<file path="src/rtl/rvfi_chk_pkg.sv">
// ============================================================================
//  Module  : rvfi_chk_pkg
//  Purpose : Shared types and constants for the RVFI retirement-stream checker.
//            - err_code_e : violation codes, numerically ordered by priority
//                           (the lowest code wins when several hit at once)
//            - state_e    : checker state machine encoding
//            - pick_err() : priority pick of the lowest violation code
//  Revision: 1.0 - initial release
// ============================================================================
`default_nettype none

package rvfi_chk_pkg;

  localparam int unsigned ORDER_W         = 64;
  localparam int unsigned REG_ADDR_W      = 5;
  localparam int unsigned NUM_SHADOW_REGS = 31;
  localparam int unsigned RETIRE_CNT_W    = 32;
  localparam int unsigned ERR_CODE_W      = 4;

  typedef enum logic [ERR_CODE_W-1:0] {
    ERR_NONE         = 4'd0,
    ERR_ORDER        = 4'd1,
    ERR_PC           = 4'd2,
    ERR_RESET_PC     = 4'd3,
    ERR_X0_WRITE     = 4'd4,
    ERR_X0_READ      = 4'd5,
    ERR_HALT_RETIRE  = 4'd6,
    ERR_REG_MISMATCH = 4'd7
  } err_code_e;

  typedef enum logic [1:0] {
    ST_WAIT_FIRST = 2'd0,
    ST_RUN        = 2'd1,
    ST_HALTED     = 2'd2,
    ST_ERROR      = 2'd3
  } state_e;

  // hits[n] set means violation code n fired this cycle. Scanning from the
  // top down leaves the lowest set code in the result.
  function automatic err_code_e pick_err(input logic [7:1] hits);
    err_code_e code;
    code = ERR_NONE;
    for (int i = 7; i >= 1; i--) begin
      if (hits[i]) begin
        code = err_code_e'(i[3:0]);
      end
    end
    return code;
  endfunction

endpackage

`default_nettype wire

</file>
<file path="src/rtl/rvfi_shadow_regs.sv">
// ============================================================================
//  Module  : rvfi_shadow_regs
//  Purpose : Shadow copy of x1..x31 with a "known" bit per register, used to
//            check that register reads return the last retired write.
//  Ports   : clk, resetn        - clock, asynchronous active-low reset
//            rs1_addr/rs2_addr  - combinational read addresses
//            rs1_data/rs2_data  - shadow value (0 for x0)
//            rs1_known/rs2_known- register has been written since reset
//            we, waddr, wdata   - write port (x0 writes are ignored)
//  Revision: 1.0 - initial release
// ============================================================================
`default_nettype none

module rvfi_shadow_regs
  import rvfi_chk_pkg::*;
#(
  parameter int unsigned XLEN = 32
) (
  input  logic                  clk,
  input  logic                  resetn,
  input  logic [REG_ADDR_W-1:0] rs1_addr,
  input  logic [REG_ADDR_W-1:0] rs2_addr,
  output logic [XLEN-1:0]       rs1_data,
  output logic [XLEN-1:0]       rs2_data,
  output logic                  rs1_known,
  output logic                  rs2_known,
  input  logic                  we,
  input  logic [REG_ADDR_W-1:0] waddr,
  input  logic [XLEN-1:0]       wdata
);

  logic [XLEN-1:0]            regs_q  [1:NUM_SHADOW_REGS];
  logic [XLEN-1:0]            regs_d  [1:NUM_SHADOW_REGS];
  logic [NUM_SHADOW_REGS:1]   known_q;
  logic [NUM_SHADOW_REGS:1]   known_d;

  always_comb begin
    regs_d  = regs_q;
    known_d = known_q;
    if (we && (waddr != '0)) begin
      regs_d[waddr]  = wdata;
      known_d[waddr] = 1'b1;
    end
  end

  always_ff @(posedge clk or negedge resetn) begin
    if (!resetn) begin
      for (int i = 1; i <= NUM_SHADOW_REGS; i++) begin
        regs_q[i] <= '0;
      end
      known_q <= '0;
    end else begin
      regs_q  <= regs_d;
      known_q <= known_d;
    end
  end

  // Reads see state from before this cycle's write, so an instruction that
  // reads and writes the same register is checked against the old value.
  always_comb begin
    rs1_known = 1'b0;
    rs2_known = 1'b0;
    rs1_data  = '0;
    rs2_data  = '0;
    if (rs1_addr != '0) begin
      rs1_known = known_q[rs1_addr];
      rs1_data  = regs_q[rs1_addr];
    end
    if (rs2_addr != '0) begin
      rs2_known = known_q[rs2_addr];
      rs2_data  = regs_q[rs2_addr];
    end
  end

endmodule

`default_nettype wire

</file>
<file path="config.mk">
export PLATFORM = sky130hd
export DESIGN_NAME = rvfi_shadow_regs
export DESIGN_NICKNAME = d
export VERILOG_FILES = /design/src/rtl/rvfi_chk_pkg.sv /design/src/rtl/rvfi_shadow_regs.sv
export SDC_FILE = /design/constraint.sdc
export NUM_CORES = 2
export LEC_CHECK = 0
export ABC_AREA = 0
export CORE_ASPECT_RATIO = 0.9
export CORE_MARGIN = 2
export CORE_UTILIZATION = 60
export CTS_BUF_LIST = sky130_fd_sc_hd__clkbuf_8 sky130_fd_sc_hd__clkbuf_16
export CTS_CLUSTER_DIAMETER = 150
export DETAILED_ROUTE_END_ITERATION = 10
export PLACE_DENSITY = 0.77
export SLEW_MARGIN = 15
export SYNTH_ARGS = -nofsm -noshare
export SYNTH_HDL_FRONTEND = slang
export SYNTH_SLANG_ARGS = --single-unit
</file>
<file path="constraint.sdc">
create_clock -name clk -period 7.6 [get_ports clk]
set_clock_uncertainty 0.15 [all_clocks]
set_input_delay 1.52 -clock clk [delete_from_list [all_inputs] [get_ports clk]]
set_output_delay 1.52 -clock clk [all_outputs]
set_load 0.01 [all_outputs]
</file>
; ---- After elaboration in Yosys (flattened, before gate mapping)
; Cells that the tools add are included.
[word_totals]
regBits = 1023
in_bits = 50
wordCells = 69
[classes]
order_cmp = 8
n_mux = 19
bitwise_logic = 4
n_reduce_logical = 6
[op_table]
columns = cell, count
row1 = bitwise mux 992 bit, 1
row2 = binary-select mux 32 bit (select 5 bit), 2
row3 = two-way mux 32 bit, 7
row4 = demux 32 bit (select 5 bit), 1
row5 = bitwise OR 31 bit, 1
row6 = ">= comparator 6 bit, second input constant", 3
row7 = "less-than comparator 5 x 6 -> 1 bit, second input constant", 3
row8 = NOT 5 -> 6 bit, 3
row9 = nonzero test 5 bit, 3
row10 = binary-select mux 1 bit (select 5 bit), 2
row11 = "less-than comparator 6 x 1 -> 1 bit, second input constant", 1
row12 = demux 1 bit (select 5 bit), 1
row13 = ">= comparator 5 x 1 -> 1 bit, second input constant", 1
row14 = two-way mux 1 bit, 5
row15 = logical AND 1 bit, 3

; ---- Depth between registers and ports, before layout
[depth]
depth_word = 6
mapped_depth = 9

; ---- Worst setup path before layout
; Ideal clock, no wire load.
[synth_timing]
path_type = input-to-output
from = input rs2_addr[1]
to = output rs2_data[6]
t_arrival_ps = 3112
required_ps = 5930
setup_slack_ps = 2818
path_stages = 7
path_buffers = 3
path_cell_list = buf_2 -> buf_2 -> clkbuf_1 -> mux4_2 -> mux2_2 -> o211ai_1 -> o21ai_0
[synth_between]
elab_chain_len = 5
[synth_lines]
columns = item, line
row1 = from (decl), rvfi_shadow_regs.sv:22  ; input logic [REG_ADDR_W-1:0] rs2_addr,
row2 = NOT 5 -> 6 bit (implied by the code), rvfi_shadow_regs.sv:71  ; rs2_data = regs_q[rs2_addr];
row3 = binary-select mux 32 bit (select 5 bit), rvfi_shadow_regs.sv:71
row4 = two-way mux 32 bit (implied by the code) (2 in series), rvfi_shadow_regs.sv:71
row5 = two-way mux 32 bit *, rvfi_shadow_regs.sv:69  ; if (rs2_addr != '0) begin
row6 = to (decl), rvfi_shadow_regs.sv:24  ; output logic [XLEN-1:0] rs2_data,
; Every way passes the cells marked *; elsewhere a longest branch is shown, timed or not. The select of a mux whose other input is x is not followed.

; ---- Worst setup path in the final report
[layout_timing]
from = input rs2_addr[0]
to = output rs2_data[17]
; The elaborated chain is that of the path after synthesis.

==> impl_metrics.ini <==
[yosys]
synth_edf_count = 0
ys_async_sr_fraction_pct = 100
synth_top_area_share_pct = 46.4
synthFlopType = dfrtp_1
yosysMostFrequentCell = mux2_2
synth_area_um2 = 55100
ys_ff_latch = 1023
synth_common_cells = 1082 x mux2_2, 1023 x dfrtp_1, 433 x mux4_2, 177 x mux2i_1, 172 x clkbuf_1
yosys-top-cells-area = dfrtp_1 46%, mux2_2 22%, mux4_2 18%, mux2i_1 3.2%, buf_2 1.3%
synth_area_leader_cell = dfrtp_1
seq_area_frac_synth_pct = 46.4
yosys_warnings = 0
ys_types = 44
syn_nets = 3822
postSynthCellCount = 3772
syn_avg_cell_area_um2 = 14.6

[power]
seqPwrFrac_pct = 44.3
p_switching_uw = 4530
clkPwrFrac_pct = 34.6
p_int_uw = 12000
p_sw_share_pct = 27.4
comb_power_share_pct = 21.1
power.density_nw_per_um2 = 272
p_leak_uw = 0.0262
vdd_drop_max_mv = 0.215

[clocking]
cts.sinks = 1023
clockBufferDepth = 3
cts_resized = 0
cts_tree = yes
path_clk_slew_ns = 0.06
cts_setup_buffers = 0
cts_root_buf = clkbuf_16
numCtsBuffers = 109
cts_max_level = 3
clock_latency_ns = 0.71
hold_buffers = 0

[finish]
multiInputGateArea_um2 = 27700
regArea_um2 = 25600
instances_no_fill = 5013
syn_to_final_growth_pct = 10.4
drive_gt1_share_pct = 49.8
fillers = 6290
fin_nets = 3734
finalCoreUtilization_pct = 66.8

[timing]
finalHoldViolCount = 0
final.setup.worst_slack_ns = 1.06
drv_slew = 0
relSlewSlack_pct = 14.6
clock.fmax_ghz = 0.153
tightest_slew_ns = 1.28
final-setup-viol-count = 0
setup_tns_ns = 0
rsz0062_at_grt = false
post-route-min-period_ns = 6.54
period_share_pct = 86.0

[setup_path]
cp.required_ns = 5.93
r2r_end = known_q[21]
path_max_fanout = 49
critPathKind = in -> out
critPathArrivalTime_ns = 4.87
startpoint = rs2_addr[0]
rrSetupSlack_ns = 6.62
r2r_start = known_q[21]
crit_path_start_kind = primary input
reg2regPathDepth = 1
endpoint_kind = output port

[placed_design]
gp_congestion = 0.841
dp_hpwl_mm = 94.4
pre_cts_ws_ns = 1.16
portBuffers = 115
dp.cells = 4803

[global_routing]
grt_max_degree = 169
grt_overflow_total = 0
antenna_found_initial = 13
top_usage_layer = met2
use_met2_pct = 51.6
track_usage_pct = 35.2
use_met3_pct = 9.25
global_route.usage.met1_pct = 50.4
grt_pass1_vias = 35970
grt_pass1_wl_mm = 244

[worst_hold_path]
hp-class = reg -> reg
hold_start = known_q[1]
min_to = known_q[1]
holdPathStages = 1

[die]
die_w_um = 324
start_util_pct = 60.5
dieArea_um2 = 94300
core_um2 = 91000
num_rows = 105
die-height_um = 292
pin_count = 116

[drt]
drc = 0
vias_per_cell = 7.15
firstDrtPassIters = 6
drt_iter0_drc = 4060
routed_wl_mm = 163
drtAntennaViolNets = 0
via_count = 35822
wire_per_inst_um = 32.5

[run]
drv_cap = 0

[outcome]
status = complete, no violations
==> layout by cell type, fill, tap and decap left out, types with 40 or more instances in the layout <==
cell | synthesis | routed
nor3_1 | 40 | 40
buf_4 | 37 | 73
nand2_1 | 112 | 97
nor2b_1 | 46 | 43
clkdlybuf4s50_1 | 0 | 102
mux2i_1 | 177 | 177
nor2_1 | 75 | 67
mux2_2 | 1082 | 1082
dfrtp_1 | 1023 | 1023
clkbuf_16 | 0 | 111
a21oi_1 | 62 | 62
a221oi_1 | 43 | 43
mux4_2 | 433 | 433
==> worst max-delay path by stage <==
stage / cells past startpoint / to / slack [ns]
2_1_floorplan: 7 / rs2_data[6] / 2.82
3_3_place_gp: 8 / rs2_data[17] / 1.20
3_5_place_dp: 8 / rs2_data[17] / 1.16
4_1_cts: 8 / rs2_data[17] / 1.15
5_1_grt: 8 / rs2_data[17] / 1.05
6_report: 8 / rs2_data[17] / 1.06
==> worst max-delay path, stage by stage <==
cell             delay [ns]
buf_8                  0.43
buf_12                 0.37
nor2b_4                0.87
buf_4                  0.36
a21oi_1                0.12
a31oi_1                0.19
o21ai_1                0.28
clkdlybuf4s50_1        0.60
==> power groups by stage <==
stage                     clock network (uW)  logic, uW  registers, uW
final                                   5720       3480           7330
after global routing                    5990       3710           7460
after CTS                               5780       3470           7290
after detailed placement                   0       3450           7380
after global placement                     0       3370           7310
after floorplan                            0       2620           7090
==> logic make-up (layout without fill, tap and decap cells) <==
group	after synthesis	count (layout)	synth area share (%)
multiplexers	1701	1701	43.2
flip-flops	1023	1023	46.4
buffers and inverters	412	416	3.64
AND/OR/NAND/NOR	343	343	2.98
AO/OA/AOI/OAI	293	293	3.76
other	0	7	0
==> flip-flops by register name (all words and copies together), names as in the netlist <==
| register | cells |
|---|---|
| known_q | 31 |
| regs_q | 992 |
==> through the flow <==
stage / hold WS (ns) / cell area [um2] / power (uW)
after global placement: 0.311 / 56900 / 10700
after detailed placement: 0.321 / 57000 / 10800
after floorplan: 0.296 / 55100 / 9720
final: 0.340 / 60900 / 16500
after global routing: 0.358 / 60800 / 17200
after CTS: 0.340 / 60800 / 16500
==> per-layer routing <==
layer | vias up | wire length, um
li1 | 14255 | -
met1 | 19137 | 65400
met2 | 1947 | 73500
met3 | 469 | 16200
met4 | 14 | 7740
met5 | - | 99
==> cell type report <==
| type | count | share of cell area, % |
|---|---|---|
| clock buffer | 140 | 5.22 |
| sequential | 1023 | 42.1 |
| inverter | 7 | 0.0432 |
| clock inverter | 63 | 1.17 |
| multi-input combinational | 2337 | 45.5 |
| timing repair buffer | 206 | 3.45 |
| tap | 1230 | 2.53 |
| antenna | 7 | 0.0288 |
Power figures use the tool's default switching activity.
